[src/rtl/uart_rx_fifo.sv]
// uart_rx_fifo: receive buffer downstream of a UART receiver.
// Captures each good byte into a first-word-fall-through FIFO and
// tracks a sticky overrun flag plus saturating counters for parity,
// stop and start-glitch error events.
module uart_rx_fifo #(
  parameter int DEPTH  = 8,
  parameter int ADDR_W = 3,
  parameter int CNT_W  = 8
) (
  input  logic              CLK,
  input  logic              RST,
  input  logic [7:0]        P_DATA,
  input  logic              data_valid,
  input  logic              par_err,
  input  logic              stp_err,
  input  logic              strt_glitch,
  input  logic              RD_EN,
  input  logic              CLR_ERR,
  output logic [7:0]        RD_DATA,
  output logic              RD_VALID,
  output logic              FULL,
  output logic [ADDR_W:0]   COUNT,
  output logic              OVERRUN,
  output logic [CNT_W-1:0]  PAR_ERR_CNT,
  output logic [CNT_W-1:0]  STP_ERR_CNT,
  output logic [CNT_W-1:0]  GLT_ERR_CNT
);

  localparam logic [ADDR_W:0]   DEPTH_C = (ADDR_W+1)'(DEPTH);
  localparam logic [CNT_W-1:0]  CNT_MAX = '1;

  // Storage and FIFO bookkeeping
  logic [7:0]        mem_q [DEPTH];
  logic [ADDR_W-1:0] wr_ptr_q, wr_ptr_d;
  logic [ADDR_W-1:0] rd_ptr_q, rd_ptr_d;
  logic [ADDR_W:0]   count_q, count_d;
  logic              overrun_q, overrun_d;

  // Previous value of each receiver error flag, for edge detection
  logic              par_flag_q, par_flag_d;
  logic              stp_flag_q, stp_flag_d;
  logic              glt_flag_q, glt_flag_d;

  // Saturating error event counters
  logic [CNT_W-1:0]  par_cnt_q, par_cnt_d;
  logic [CNT_W-1:0]  stp_cnt_q, stp_cnt_d;
  logic [CNT_W-1:0]  glt_cnt_q, glt_cnt_d;

  // Decoded handshake terms
  logic              full;
  logic              not_empty;
  logic              push;
  logic              pop;
  logic              drop;
  logic              par_evt;
  logic              stp_evt;
  logic              glt_evt;

  // Counter update: a clear restarts from this edge's event, otherwise
  // count up and stick at the maximum value.
  function automatic logic [CNT_W-1:0] next_cnt(
    input logic [CNT_W-1:0] cnt,
    input logic             evt,
    input logic             clr
  );
    logic [CNT_W-1:0] res;
    res = cnt;
    if (clr) begin
      res = CNT_W'(evt);
    end else if (evt && (cnt != CNT_MAX)) begin
      res = cnt + CNT_W'(1);
    end
    return res;
  endfunction

  // Decode push/pop/drop; a full FIFO still accepts a byte when the
  // consumer frees a slot on the same edge, and an empty FIFO never pops.
  always_comb begin
    full      = (count_q == DEPTH_C);
    not_empty = (count_q != '0);
    pop       = RD_EN && not_empty;
    push      = data_valid && (!full || pop);
    drop      = data_valid && full && !RD_EN;
  end

  // Next-state for pointers and occupancy count
  always_comb begin
    wr_ptr_d = wr_ptr_q;
    rd_ptr_d = rd_ptr_q;
    count_d  = count_q;
    if (push) begin
      wr_ptr_d = wr_ptr_q + ADDR_W'(1);
    end
    if (pop) begin
      rd_ptr_d = rd_ptr_q + ADDR_W'(1);
    end
    case ({push, pop})
      2'b10:   count_d = count_q + (ADDR_W+1)'(1);
      2'b01:   count_d = count_q - (ADDR_W+1)'(1);
      default: count_d = count_q;
    endcase
  end

  // Sticky overrun; a drop on the clearing edge wins over the clear
  always_comb begin
    overrun_d = overrun_q;
    if (CLR_ERR) begin
      overrun_d = drop;
    end else if (drop) begin
      overrun_d = 1'b1;
    end
  end

  // Rising-edge detection on the receiver error flags
  always_comb begin
    par_flag_d = par_err;
    stp_flag_d = stp_err;
    glt_flag_d = strt_glitch;
    par_evt    = par_err && !par_flag_q;
    stp_evt    = stp_err && !stp_flag_q;
    glt_evt    = strt_glitch && !glt_flag_q;
  end

  // Error counter next-state
  always_comb begin
    par_cnt_d = next_cnt(par_cnt_q, par_evt, CLR_ERR);
    stp_cnt_d = next_cnt(stp_cnt_q, stp_evt, CLR_ERR);
    glt_cnt_d = next_cnt(glt_cnt_q, glt_evt, CLR_ERR);
  end

  // Control and status registers, cleared asynchronously
  always_ff @(posedge CLK or negedge RST) begin
    if (!RST) begin
      wr_ptr_q   <= '0;
      rd_ptr_q   <= '0;
      count_q    <= '0;
      overrun_q  <= 1'b0;
      par_flag_q <= 1'b0;
      stp_flag_q <= 1'b0;
      glt_flag_q <= 1'b0;
      par_cnt_q  <= '0;
      stp_cnt_q  <= '0;
      glt_cnt_q  <= '0;
    end else begin
      wr_ptr_q   <= wr_ptr_d;
      rd_ptr_q   <= rd_ptr_d;
      count_q    <= count_d;
      overrun_q  <= overrun_d;
      par_flag_q <= par_flag_d;
      stp_flag_q <= stp_flag_d;
      glt_flag_q <= glt_flag_d;
      par_cnt_q  <= par_cnt_d;
      stp_cnt_q  <= stp_cnt_d;
      glt_cnt_q  <= glt_cnt_d;
    end
  end

  // Data RAM write port; contents are deliberately left unreset
  always_ff @(posedge CLK) begin
    if (push) begin
      mem_q[wr_ptr_q] <= P_DATA;
    end
  end

  // Head of FIFO falls through combinationally from the RAM
  always_comb begin
    RD_DATA     = mem_q[rd_ptr_q];
    RD_VALID    = not_empty;
    FULL        = full;
    COUNT       = count_q;
    OVERRUN     = overrun_q;
    PAR_ERR_CNT = par_cnt_q;
    STP_ERR_CNT = stp_cnt_q;
    GLT_ERR_CNT = glt_cnt_q;
  end

endmodule

[config.mk]
export PLATFORM = sky130hd
export DESIGN_NAME = uart_rx_fifo
export DESIGN_NICKNAME = d
export VERILOG_FILES = /design/src/rtl/uart_rx_fifo.sv
export SDC_FILE = /design/constraint.sdc
export NUM_CORES = 1
export LEC_CHECK = 0
export BUFFER_PORTS_ARGS = -buffer_cell sky130_fd_sc_hd__buf_2
export CAP_MARGIN = 5
export CELL_PAD_IN_SITES_DETAIL_PLACEMENT = 0
export CELL_PAD_IN_SITES_GLOBAL_PLACEMENT = 2
export CORE_ASPECT_RATIO = 1.75
export CORE_MARGIN = 2
export CORE_UTILIZATION = 41
export DETAILED_ROUTE_END_ITERATION = 16
export PLACE_DENSITY = 0.89
export SETUP_SLACK_MARGIN = 0.5
export SYNTH_ARGS = -nofsm -noshare
export SYNTH_HDL_FRONTEND = slang
export SYNTH_SLANG_ARGS = --single-unit
export TNS_END_PERCENT = 100
[constraint.sdc]
create_clock -name CLK -period 2.4 [get_ports CLK]
set_input_delay 0.24 -clock CLK [delete_from_list [all_inputs] [get_ports CLK]]
set_output_delay 0.24 -clock CLK [all_outputs]
set_load 0.05 [all_outputs]
-- Word level (Yosys, flattened, before mapping)
Memories as Yosys holds them, arrays and structs flattened.
Cells that the tools add are included.
Widths: inputs -> output; s select.
- add/subtract/negate cells: 7
- multiply operators: 0
- div/mod/pow operators: 0
- $lt $le $gt $ge: 0
- equality and inequality tests: 6
- shift-type cells: 0
- mux-type cells: 11
- bitwise gates (word level): 0
- reduce and logical (&&, ||, !) cells: 22
- operators by type and width (cell ; number):
    $mux 8 ; 6
    $add 8x1->8 const B ; 3
    $ne 8x8->1 const B ; 3
    $logic_and 1x1->1 ; 10
    $reduce_bool 2->1 ; 5
    $pmux 4 s2 ; 1
    $add 3x1->3 const B ; 2
    $logic_not 1->1 ; 5
    $add 4x1->4 const B ; 1
    $eq 4x4->1 const B ; 1
    $mux 1 ; 4
    $reduce_bool 4->1 ; 1
    $sub 4x1->4 const B ; 1
    $eq 2x1->1 const B ; 1
    $eq 2x2->1 const B ; 1
    $logic_or 1x1->1 ; 1
- register bits after elaboration: 38
- bits in latches: 0
- RAM bits: 64
- memory bits (read-only): 0
- output and inout port bits: 39
- logic and storage cells: 57
- memories kept: 1
- memory list (name ; depth ; bits a word ; rd ports ; clocked after memory_dff ; write ports ; RTL line ; text):
    mem_q ; 8 ; 8 ; 1 ; 0 ; 1 ; 33 ; logic [7:0] mem_q [DEPTH];

-- Depth between registers and ports, before layout
Gate-level depths: netlist of the first run.
- depth in word-level cells: 6
- depth in mapped cells: 8
- mapped depth without buffers: 7

-- Worst setup path after synthesis of the first run
Ideal clock, no wire load.
- path type: register to register
- start point: register count_q[1], in the netlist COUNT[1]
- end point: memory mem_q[6][0], enable pin
- arrival time: 2.176 ns
- setup slack: -0.161 ns
- cell stages (with the launch flop): 8
- buffers on the path: 2
- period minus slack after synthesis: 2.561 ns
- cells stage by stage: dfrtp_1 -> buf_6 -> or4b_1 -> buf_6 -> inv_2 -> a21boi_2 -> nand2_1 -> nor3b_1
- longest elaborated chain between the ends: 6
- elaborated cells between the ends (all ways): 8
- classes of those cells: eq/ne (1); mux (2); reduce/logical (5)
- ends and longest elaborated chain (element ; RTL line ; text):
    start, declared ; 36 ; logic [ADDR_W:0] count_q, count_d;
    start signal, assigned ; 147 ; count_q <= count_d;
    $eq 4x4->1 ; 79 ; full = (count_q == DEPTH_C);
    named net FULL ; 21 ; output logic FULL,
    $logic_not 1->1 ; 82 ; push = data_valid && (!full || pop);
    $logic_or 1x1->1 ; 82 ;
    $logic_and 1x1->1 ; 82 ;
    $mux 1 ; 160 ; if (push) begin
    $mux 1 (implied by the code) ; 161 ; mem_q[wr_ptr_q] <= P_DATA;
    end, declared ; 33 ;
The timed path passes the listed nets, and every way through them passes these cells.

-- Final worst setup path of the first run
- start point: register rd_ptr_q[0]
- end point: output RD_DATA[3]
- longest elaborated chain between the ends: 1
- ends and longest elaborated chain (element ; RTL line ; text):
    start, declared ; 35 ; logic [ADDR_W-1:0] rd_ptr_q, rd_ptr_d;
    start signal, assigned ; 146 ; rd_ptr_q <= rd_ptr_d;
    $mem_v2 8x8 ; -- ;
    end, declared ; 19 ; output logic [7:0] RD_DATA,
Every way passes these cells.

==> results.md, run 1 <==
* Initial antenna violation count at 0
* Avg WL per Cell at about 19 µm
* Antenna-violating nets left at 0
* Die W at around 83 µm
* Share of layout cells above drive strength 1 at 37.9%
* Final Hold Fails at 0
* Asr flop ratio synth at a little under two fifths
* Unrepaired setup endpoints after global routing: true
* IO Port Bufs at 54
* Startpoint types: flip-flop
* Number of max-cap violations at 0
* Post-synth top area cell: edfxtp_1
* H-tree depth at 3
* DR iter-0 viols at ~190
* Clk_lat worst skew at ~330 ps
* GRT overflow at 0
* Die height at between 100 and 150 µm
* Final HPWL DP at approximately 6.9 mm
* Remaining DRCs at 0
* Cells after Synth at 314
* Max clock buf depth at 2
* Global-route wire length before repair at 15.9 mm
* Synth warn at 0
* Reg-to-reg slack, setup at between 500 and 600 ps
* CTS root buf: clkbuf_16
* DP Area at approximately 5000 µm²
* GPL Wtd Cong at 0.815
* Number of synthesized flops with an enable pin at 64
* Top cell type's share of synthesized area at between 40 and 50%
* Worst vdd ir at around 0.82 mV
* I/O pins at 55
* Worst slew margin at roughly two fifths
* Fillers at just under 900
* DIE AREA at 11900 µm²
* Area contributors post-synth: edfxtp_1 (43%), dfrtp_1 (21%), mux4_2 (8.0%), mux2_2 (2.8%), mux2i_1 (1.8%)
* Fmax achieved at between 0.4 and 0.5 GHz
* Min-delay worst type: in2reg
* Num CTS Buffers at 9
* Critical Path RT at between 2000 and 2500 ps
* Final min period at 2170 ps
* Slew @ Worst Pin at 920 ps
* FF-to-FF End: COUNT[2]$_DFFE_PN0P_
* # diodes at 0
* Clock sink count at roughly 100
* Mapped cell area at around 4500 µm²
* Leak at 2.19 nW
* Vias in the first global route at between 2000 and 3000
* Status: completed
* Seq/Total Area, Yosys at 63.9%
* Initial Util at a little over two fifths
* WHS Path Cells at 1
* Syn nets at 336
* Final #Nets at between 400 and 500
* Core ar. at ~11000 µm²
* Final period util at between 90% and 100%
* CP max-delay cell: mux4_2
* Worst-path clk slew at 70 ps
* Total GRT Usage at between 15 and 20%
* Num rows at 50
* CP Capture Type: output pin
* Area Overhead vs Synth at 26.3%
* Setup Skew at a little under 8 ps
* First drt pass iteration count at 4
* Vias per cell at approximately 5.5
* Avg Cell Area, Syn at roughly 14 µm²
* Register bit total from synthesis at 102
* Largest net degree at the start of global routing at 39
* Crit path largest cell delay at between 500 and 600 ps
* Post-Route WL at about 10 mm
* Via count at 2915
* Final Setup Violations at 0
* Crit Path Class: reg2out
* Worst R2R Path Depth at 7
* Ys flop type: edfxtp_1
* Synth cell types at 53
* WHS Endpoint: glt_flag_q$_DFF_PN0_
* Final instance area at around 5700 µm²
* CP Cell Sequence: clkbuf_16, mux4_2, mux2_2, buf_6
* Setup TNS at 0 ps
* CTS tree: done
* HP Start: strt_glitch
* Hold Buf Count CTS at 0
* CP Max Fanout at 8
* Worst EP arrival at slightly below 2000 ps
* Max-slew violation count at 0
* Multi-input gate area at 1720 µm²
* Power density over the cells at roughly 1100 nW/µm²
* Reg-to-reg startpoint: COUNT[3]$_DFFE_PN0P_
* FF+latch area at approximately 2900 µm²
-- stage by stage --
step	utilization, %	hold slack (ps)	power (W)	setup WS, ps	cells
global route	53.1	23.1	0.00657	176	526
detailed placement	47.0	377	0.00441	185	489
global placement	47.0	374	0.00435	295	489
finish	53.1	33.4	0.00629	233	526
CTS	51.9	18.1	0.00624	175	519
floorplan	-	-55.6	0.00395	408	314
-- synthesized netlist by cell type, types with 2 or more instances --
cell / instances
nor4_1: 4
buf_6: 2
buf_4: 2
nand3_1: 7
or2_2: 2
nand4_1: 8
nand2_1: 18
o41ai_1: 2
dfrtp_1: 38
clkbuf_1: 2
a31o_2: 2
nor2_1: 21
o21ai_0: 8
o31ai_1: 5
xnor2_1: 4
inv_1: 7
and3_1: 5
mux4_2: 16
ha_1: 6
nor4b_1: 2
nor2b_1: 5
a211oi_1: 2
nand2b_1: 4
mux2_2: 11
nor3_1: 15
buf_1: 3
nor3b_1: 2
edfxtp_1: 64
a31oi_1: 4
and4_1: 2
a21oi_1: 12
mux2i_1: 8
-- state kept, by name, summed over array words and instances (netlist names) --
register,flops
GLT_ERR_CNT,8
PAR_ERR_CNT,8
OVERRUN,1
mem_q,64
wr_ptr_q,3
COUNT,4
rd_ptr_q,3
stp_flag_q,1
par_flag_q,1
STP_ERR_CNT,8
glt_flag_q,1
-- power breakdown --
group          total [W]  switching, W  internal (W)  leakage (nW)
logic            0.00237       0.00127       0.00110         0.974
clock network    0.00144      0.000626      0.000818         0.147
registers        0.00248      0.000346       0.00213          1.07
total            0.00629       0.00224       0.00405          2.19
-- layout make-up --
cell class,instances,share of cell area [%]
clock buffer,10,4.03
clock inverter,6,1.23
inverter,8,0.661
multi-input combinational,193,30.3
sequential,102,50.7
tap,130,2.86
timing repair buffer,77,10.2
-- per-layer routing --
metal	vias up	global-route usage, %	share of wire, %
met1	1445	17.8	36
met5	-	0	0
li1	1381	-	-
met3	6	3.42	3.6
met2	83	35.4	60
met4	0	5.09	0.86
-- cells by family (layout without fill, tap and decap cells) --
group / count (synthesis) / in the layout / share of synthesized area [%]
buf+inv: 19 / 101 / 2.14
fa+ha+maj: 6 / 6 / 1.67
xor+xnor: 4 / 4 / 0.779
compound gates: 44 / 44 / 6.51
mux: 35 / 35 / 12.6
simple gates: 104 / 104 / 12.4
flops: 102 / 102 / 63.9
-- layout by cell type (no fill, tap or decap), types with 6 or more instances in the layout --
cell,instances
nor2_1,19
clkbuf_16,10
mux4_2,16
inv_1,7
nand2_1,17
a21oi_1,12
o21ai_0,8
mux2i_1,8
mux2_2,7
dfrtp_1,32
buf_6,12
buf_4,15
nand3_1,7
nand4_1,8
nor3_1,13
edfxtp_1,64
dfrtp_2,6
buf_2,45
-- worst max-delay path by stage --
stage | startpoint | end | slack [ps] | cells past startpoint
2_1_floorplan | COUNT[1]$_DFFE_PN0P_ | mem_q[5][0]$_DFFE_PP_ | 410 | 7
3_3_place_gp | COUNT[3]$_DFFE_PN0P_ | mem_q[0][0]$_DFFE_PP_ | 290 | 3
3_5_place_dp | COUNT[3]$_DFFE_PN0P_ | mem_q[0][5]$_DFFE_PP_ | 190 | 3
4_1_cts | rd_ptr_q[0]$_DFFE_PN0N_ | RD_DATA[1] | 170 | 4
5_1_grt | rd_ptr_q[0]$_DFFE_PN0N_ | RD_DATA[0] | 180 | 4
6_report | rd_ptr_q[0]$_DFFE_PN0N_ | RD_DATA[3] | 230 | 4
-- critical path, delay by kind of cell, from the launching register on --
| kind | cells | cell delay (ps) |
|---|---|---|
| DFF | 1 | 440 |
| muxes | 2 | 810 |
| buffers and inverters | 2 | 340 |
-- timing repair --
action	in CTS	in global routing
buffers inserted	13	7
setup endpoints to repair	74	51
pin swaps	7	7
resized for setup	28	12
gates cloned	1	0
No activity file was read; power rests on OpenSTA's default activity.
==> run 2: changes to the inputs <==
--- a/config.mk
+++ b/config.mk
@@ -13,6 +13,7 @@
 export CORE_MARGIN = 2
 export CORE_UTILIZATION = 41
 export DETAILED_ROUTE_END_ITERATION = 16
+export GPL_TIMING_DRIVEN = 0
 export PLACE_DENSITY = 0.89
 export SETUP_SLACK_MARGIN = 0.5
 export SYNTH_ARGS = -nofsm -noshare
==> run 2 against run 1 <==
Net effect:
- first-iteration DRC count unchanged
- cell count up 3.6%
- wire length down 0.52%
- register-to-register slack worse by 30 ps
- non-clock buffer count up 19
- cell area up 4.0%
- global-route usage down 0.21 points
- clock skew up 3.0 ps
- largest power group is now combinational logic
==> results.md, run 2 (synthesis gave the netlist of run 1 again) <==
* DP Area at 5060 µm² (was 5020 µm²)
* Vias per cell at 5.54 (about the same)
* Worst-path clk slew at 70 ps (about the same)
* Most frequent cells in the layout: edfxtp_1 (64), buf_2 (45), dfrtp_1 (34), buf_4 (23), nor2_1 (18) (was edfxtp_1 (64), buf_2 (45), dfrtp_1 (32), nor2_1 (19), nand2_1 (17))
* I/O pins at 55 (unchanged)
* Startpoint types: flip-flop (unchanged)
* Final Setup Violations at 0 (unchanged)
* Number of max-cap violations at 0 (unchanged)
* Final #Nets at 432 (was 413)
* Setup Skew at 10.7 ps (was 7.69 ps)
* Crit Path Class: reg2out (unchanged)
* Biggest register: mem_q (unchanged)
* Leading cell type in the layout, fill and taps excluded: edfxtp_1 (unchanged)
* Final instance area at 5900 µm² (was 5680 µm²)
* Worst vdd ir at 0.957 mV (was 0.819 mV)
* Status: completed (unchanged)
* DR iter-0 viols at 188 (unchanged)
* Worst EP arrival at 1970 ps (was 1930 ps)
* CP Max Fanout at 5 (was 8)
* Final Hold Fails at 0 (unchanged)
* Initial antenna violation count at 0 (unchanged)
* Vias in the first global route at 3194 (was 2962)
* Largest net degree at the start of global routing at 39 (unchanged)
* GRT overflow at 0 (unchanged)
* Max FFs per register at 64 (unchanged)
* Power density over the cells at 1130 nW/µm² (was 1110 nW/µm²)
* # diodes at 0 (unchanged)
* CTS root buf: clkbuf_16 (unchanged)
* Initial Util at 42.0% (unchanged)
* Min-delay worst type: in2async (was in2reg)
* Die height at 143 µm (unchanged)
* Hold Buf Count CTS at 0 (unchanged)
* Slew @ Worst Pin at 916 ps (was 920 ps)
* Final HPWL DP at 6.59 mm (was 6.89 mm)
* DIE AREA at 11900 µm² (unchanged)
* Max clock buf depth at 2 (unchanged)
* Setup TNS at 0 ps (unchanged)
* Total GRT Usage at 17.3% (was 17.5%)
* Avg WL per Cell at 18.4 µm (was 19.2 µm)
* Clock sink count at 102 (unchanged)
* Max-slew violation count at 0 (unchanged)
* Remaining DRCs at 0 (unchanged)
* Layout Utilization at 55.2% (was 53.1%)
* Via count at 3018 (was 2915)
* First drt pass iteration count at 4 (unchanged)
* Leak at 2.31 nW (was 2.19 nW)
* Global-route wire length before repair at 15.9 mm (about the same)
* CTS tree: done (unchanged)
* Post-Route WL at 10.0 mm (was 10.1 mm)
* Worst slew margin at 38.9% (was 38.7%)
* Die W at 83.2 µm (unchanged)
* CP Capture Type: output pin (unchanged)
* GPL Wtd Cong at 0.817 (was 0.815)
* Fmax achieved at 0.453 GHz (was 0.462 GHz)
* Clk_lat worst skew at 350 ps (was 330 ps)
* H-tree depth at 3 (unchanged)
* Critical Path RT at 2160 ps (about the same)
* Area Overhead vs Synth at 31.3% (was 26.3%)
* IO Port Bufs at 53 (was 54)
* Final min period at 2210 ps (was 2170 ps)
* Final period util at 92.0% (was 90.3%)
* Num CTS Buffers at 9 (unchanged)
* Share of layout cells above drive strength 1 at 39.8% (was 37.9%)
* Antenna-violating nets left at 0 (unchanged)
* Core ar. at 10700 µm² (unchanged)
* Num rows at 50 (unchanged)
* Unrepaired setup endpoints after global routing: true (unchanged)
[run 2: cell count changes in the layout (fill, tap and decap cells not counted), moves of 2 or more]
cell	change
dfrtp_1	+2
dfrtp_2	-2
buf_8	+5
buf_4	+8
clkbuf_1	+2
[run 2: layer usage]
metal / global-route usage (%) / vias to the layer above / wire length (µm) / part of all wire [%]
met3: 2.67 / 13 / 299 / 3.0
li1: - / 1408 / - / -
met1: 18.3 / 1536 / 3780 / 38
met2: 33.7 / 61 / 5790 / 58
met5: 0 / - / 0 / 0
met4: 7.16 / 0 / 172 / 1.7
[run 2: area by class of cell]
type	instances	area, µm²
inverters	8	37.5
well taps	130	163
flip-flops and latches	102	2880
multi-input cells	193	1740
clock buffers	10	229
clock inverters	6	92.6
fillers	858	4790
plain buffers	11	96.3
repair buffers	85	669
[run 2: critical path, cell delays in order (launching register included)]
cell and delay, ps:
dfrtp_1 390, buf_8 150, buf_12 130, mux4_2 510, mux2_4 280, buf_8 150
[run 2: repair_timing]
action / CTS / global route
endpoints found under the setup margin: 67 / 61
endpoints found under the hold margin: 0 / 0
pin swaps: 7 / 7
setup buffers: 23 / 8
cloned: 1 / 0
gates resized for setup: 39 / 14
[run 2: worst paths after layout]
| kind | start | endpoint | slack (ps) | depth (start not counted) |
|---|---|---|---|---|
| max in group asynchronous | RST | COUNT[0]$_DFFE_PN0P_ | 1750 | 1 |
| min in group CLK | strt_glitch | glt_flag_q$_DFF_PN0_ | 20 | 1 |
| min | RST | PAR_ERR_CNT[6]$_DFFE_PN0P_ | 20 | 1 |
| max reg2reg | COUNT[1]$_DFFE_PN0P_ | mem_q[1][4]$_DFFE_PP_ | 490 | 7 |
| max | rd_ptr_q[0]$_DFFE_PN0N_ | RD_DATA[3] | 190 | 5 |
| min reg2reg | OVERRUN$_DFFE_PN0P_ | OVERRUN$_DFFE_PN0P_ | 560 | 2 |
[run 2: where the power goes]
group / internal [W] / leakage, nW / switching [W] / total [W]
Sequential: 0.00213 / 1.07 / 0.000169 / 0.00230
Clock: 0.000924 / 0.157 / 0.000649 / 0.00157
Combinational: 0.00132 / 1.08 / 0.00150 / 0.00282
[run 2: through the flow]
| step | setup WS (ps) | hold slack [ps] | total power, W | instances |
|---|---|---|---|---|
| floorplan | 408 | -55.6 | 0.00395 | 314 |
| global placement | 107 | 372 | 0.00437 | 497 |
| detailed placement | 83.7 | 373 | 0.00441 | 497 |
| CTS | 188 | 10.2 | 0.00656 | 537 |
| global route | 148 | 14.4 | 0.00696 | 545 |
| finish | 193 | 16.6 | 0.00669 | 545 |
==> run 3: changes to the inputs <==
--- a/config.mk
+++ b/config.mk
@@ -11,10 +11,9 @@
 export CELL_PAD_IN_SITES_GLOBAL_PLACEMENT = 2
 export CORE_ASPECT_RATIO = 1.75
 export CORE_MARGIN = 2
-export CORE_UTILIZATION = 41
+export CORE_UTILIZATION = 25
 export DETAILED_ROUTE_END_ITERATION = 16
-export GPL_TIMING_DRIVEN = 0
-export PLACE_DENSITY = 0.89
+export PLACE_DENSITY = 0.63
 export SETUP_SLACK_MARGIN = 0.5
 export SYNTH_ARGS = -nofsm -noshare
 export SYNTH_HDL_FRONTEND = slang
==> run 3 against run 2 <==
Net effect:
- global-route usage shrank 5.9 points
- power shrank 6.4%
- via count shrank 0.43%
- first-iteration DRC count shrank 41%
- maximum frequency grew 2.9%
- critical path type unchanged
- highest routed layer unchanged
==> results.md, run 3 (synthesis gave the netlist of run 1 again) <==
* Reg-to-reg startpoint: COUNT[2]$_DFFE_PN0P_ (was COUNT[1]$_DFFE_PN0P_)
* Max-slew violation count at 0 (unchanged)
* Remaining DRCs at 0 (unchanged)
* Final Setup Violations at 0 (unchanged)
* Share of layout cells above drive strength 1 at 38.8% (was 39.8%)
* Final period util at 89.4% (was 92.0%)
* Startpoint types: flip-flop (unchanged)
* P_sw at 0.00228 W (was 0.00232 W)
* IO Port Bufs at 54 (was 53)
* Post-Route WL at 10.7 mm (was 10.0 mm)
* Final min period at 2140 ps (was 2210 ps)
* Min-delay worst type: in2reg (was in2async)
* GRT overflow at 0 (unchanged)
* WHS Path Cells at 1
* Final instance area at 5860 µm² (was 5900 µm²)
* Switch share at 36.4% (was 34.6%)
* Slew @ Worst Pin at 594 ps (was 916 ps)
* Number of max-cap violations at 0 (unchanged)
* Final #Nets at 422 (was 432)
* Reg-to-reg slack, setup at 460 ps (was 490 ps)
* Total GRT Usage at 11.4% (was 17.3%)
* Status: completed (unchanged)
* Clk_lat worst skew at 350 ps (about the same)
* Fmax achieved at 0.466 GHz (was 0.453 GHz)
* WHS Endpoint: stp_flag_q$_DFF_PN0_
* CP Capture Type: output pin (unchanged)
* Final Hold Fails at 0 (unchanged)
* Fillers at 1710 (was 858)
* Final HPWL DP at 7.33 mm (was 6.59 mm)
* Crit path largest cell delay at 500 ps (was 510 ps)
* Top cell family by delay on the critical path: multiplexers (unchanged)
* Most frequent cells in the layout: edfxtp_1 (64), buf_2 (45), dfrtp_1 (32), buf_4 (21), nor2_1 (19) (was edfxtp_1 (64), buf_2 (45), dfrtp_1 (34), buf_4 (23), nor2_1 (18))
* Area Overhead vs Synth at 30.3% (was 31.3%)
* CP Cell Sequence: clkbuf_16, mux4_2, mux2_2, buf_6 (was buf_8, buf_12, mux4_2, mux2_4, buf_8)
* CP Max Fanout at 8 (was 5)
* Pint at 0.00398 W (was 0.00437 W)
* Setup Skew at 11.3 ps (was 10.7 ps)
* H-tree depth at 3 (unchanged)
* CTS tree: done (unchanged)
* Worst EP arrival at 1900 ps (was 1970 ps)
* Vias in the first global route at 3200 (was 3194)
* Initial Util at 25.6% (was 42.0%)
* Logic pwr share at 37.9% (was 42.2%)
* CP max-delay cell: mux4_2 (unchanged)
* Worst slew margin at 60.1% (was 38.9%)
* Largest net degree at the start of global routing at 39 (unchanged)
* Clock sink count at 102 (unchanged)
* Num rows at 64 (was 50)
* DR iter-0 viols at 110 (was 188)
* I/O pins at 55 (unchanged)
* Vias per cell at 4.72 (was 5.54)
* CTS root buf: clkbuf_16 (unchanged)
* Die W at 105 µm (was 83.2 µm)
* Leading cell type in the layout, fill and taps excluded: edfxtp_1 (unchanged)
* Avg WL per Cell at 16.8 µm (was 18.4 µm)
* Worst vdd ir at 0.484 mV (was 0.957 mV)
* DIE AREA at 19100 µm² (was 11900 µm²)
* FF-to-FF End: mem_q[1][0]$_DFFE_PP_ (was mem_q[1][4]$_DFFE_PP_)
* Antenna-violating nets left at 0 (unchanged)
* Worst R2R Path Depth at 5 (was 7)
* Critical Path RT at 2160 ps (about the same)
* Max FFs per register at 64 (unchanged)
* Via count at 3005 (was 3018)
* Power share of the clock group at 22.5% (was 23.5%)
* HP Start: stp_err
* # diodes at 0 (unchanged)
* Setup TNS at 0 ps (unchanged)
* First drt pass iteration count at 4 (unchanged)
* Biggest register: mem_q (unchanged)
* Die height at 181 µm (was 143 µm)
* Power density over the cells at 1070 nW/µm² (was 1130 nW/µm²)
* Buffer and inverter count on the worst path at 2 (was 3)
* GPL Wtd Cong at 0.800 (was 0.817)
* Crit Path Class: reg2out (unchanged)
* Core ar. at 17500 µm² (was 10700 µm²)
* Unrepaired setup endpoints after global routing: true (unchanged)
* Initial antenna violation count at 0 (unchanged)
* Num CTS Buffers at 9 (unchanged)
* Leak at 2.22 nW (was 2.31 nW)
* DP Area at 5180 µm² (was 5060 µm²)
* Max clock buf depth at 2 (unchanged)
* Worst-path clk slew at 80 ps (was 70 ps)
* Seq pwr share at 39.6% (was 34.3%)
* Global-route wire length before repair at 16.8 mm (was 15.9 mm)
[run 3: stage by stage]
step / power (W) / util (%) / hold WS [ps] / worst slack [ps] / cells
floorplan: 0.00395 / - / -55.6 / 408 / 314
global placement: 0.00437 / 29.5 / 352 / 254 / 594
detailed placement: 0.00441 / 29.5 / 349 / 182 / 594
CTS: 0.00627 / 32.8 / 24.5 / 190 / 626
global route: 0.00658 / 33.4 / 29.5 / 179 / 636
finish: 0.00626 / 33.4 / 33.8 / 255 / 636
[run 3: layout make-up]
type / count / area (µm²) / share of cell area, %
Inverter: 8 / 37.5 / 0.641
Tap cell: 231 / 289 / 4.93
Clock inverter: 6 / 53.8 / 0.918
Sequential cell: 102 / 2880 / 49.2
Multi-Input combinational cell: 193 / 1710 / 29.1
Clock buffer: 10 / 229 / 3.91
Timing Repair Buffer: 86 / 662 / 11.3
[run 3: how the worst max path moves through the flow]
stage / slack, ps / from / to / cells after the start
finish: 260 / rd_ptr_q[0]$_DFFE_PN0N_ / RD_DATA[4] / 4
global route: 180 / rd_ptr_q[0]$_DFFE_PN0N_ / RD_DATA[3] / 4
CTS: 190 / rd_ptr_q[0]$_DFFE_PN0N_ / RD_DATA[3] / 4
detailed placement: 180 / COUNT[3]$_DFFE_PN0P_ / mem_q[0][6]$_DFFE_PP_ / 3
global placement: 250 / COUNT[3]$_DFFE_PN0P_ / mem_q[0][7]$_DFFE_PP_ / 3
floorplan: 410 / COUNT[1]$_DFFE_PN0P_ / mem_q[5][0]$_DFFE_PP_ / 7
[run 3: power by group through the flow]
stage	registers (W)	logic (W)	clock network, W
4_1_cts	0.00249	0.00231	0.00147
2_1_floorplan	0.00245	0.00150	0
6_report	0.00248	0.00237	0.00141
3_5_place_dp	0.00250	0.00191	0
3_3_place_gp	0.00248	0.00189	0
5_1_grt	0.00252	0.00253	0.00153
[run 3: what timing repair did]
item / 4_1_cts / 5_1_grt
pin swaps: 9 / 6
hold buffers: 2 / 0
setup buffers: 13 / 10
gates resized for setup: 34 / 7
cloned: 1 / 0
endpoints found under the hold margin: 39 / 0
endpoints found under the setup margin: 75 / 34
[run 3: layer usage]
layer  track usage [%]  up-vias  part of all wire [%]
met5                 0        -                     0
met4              4.75        0                   1.8
met3              2.73       16                   3.9
met2              22.7       64                    59
met1              10.9     1525                    36
li1                  -     1400                     -
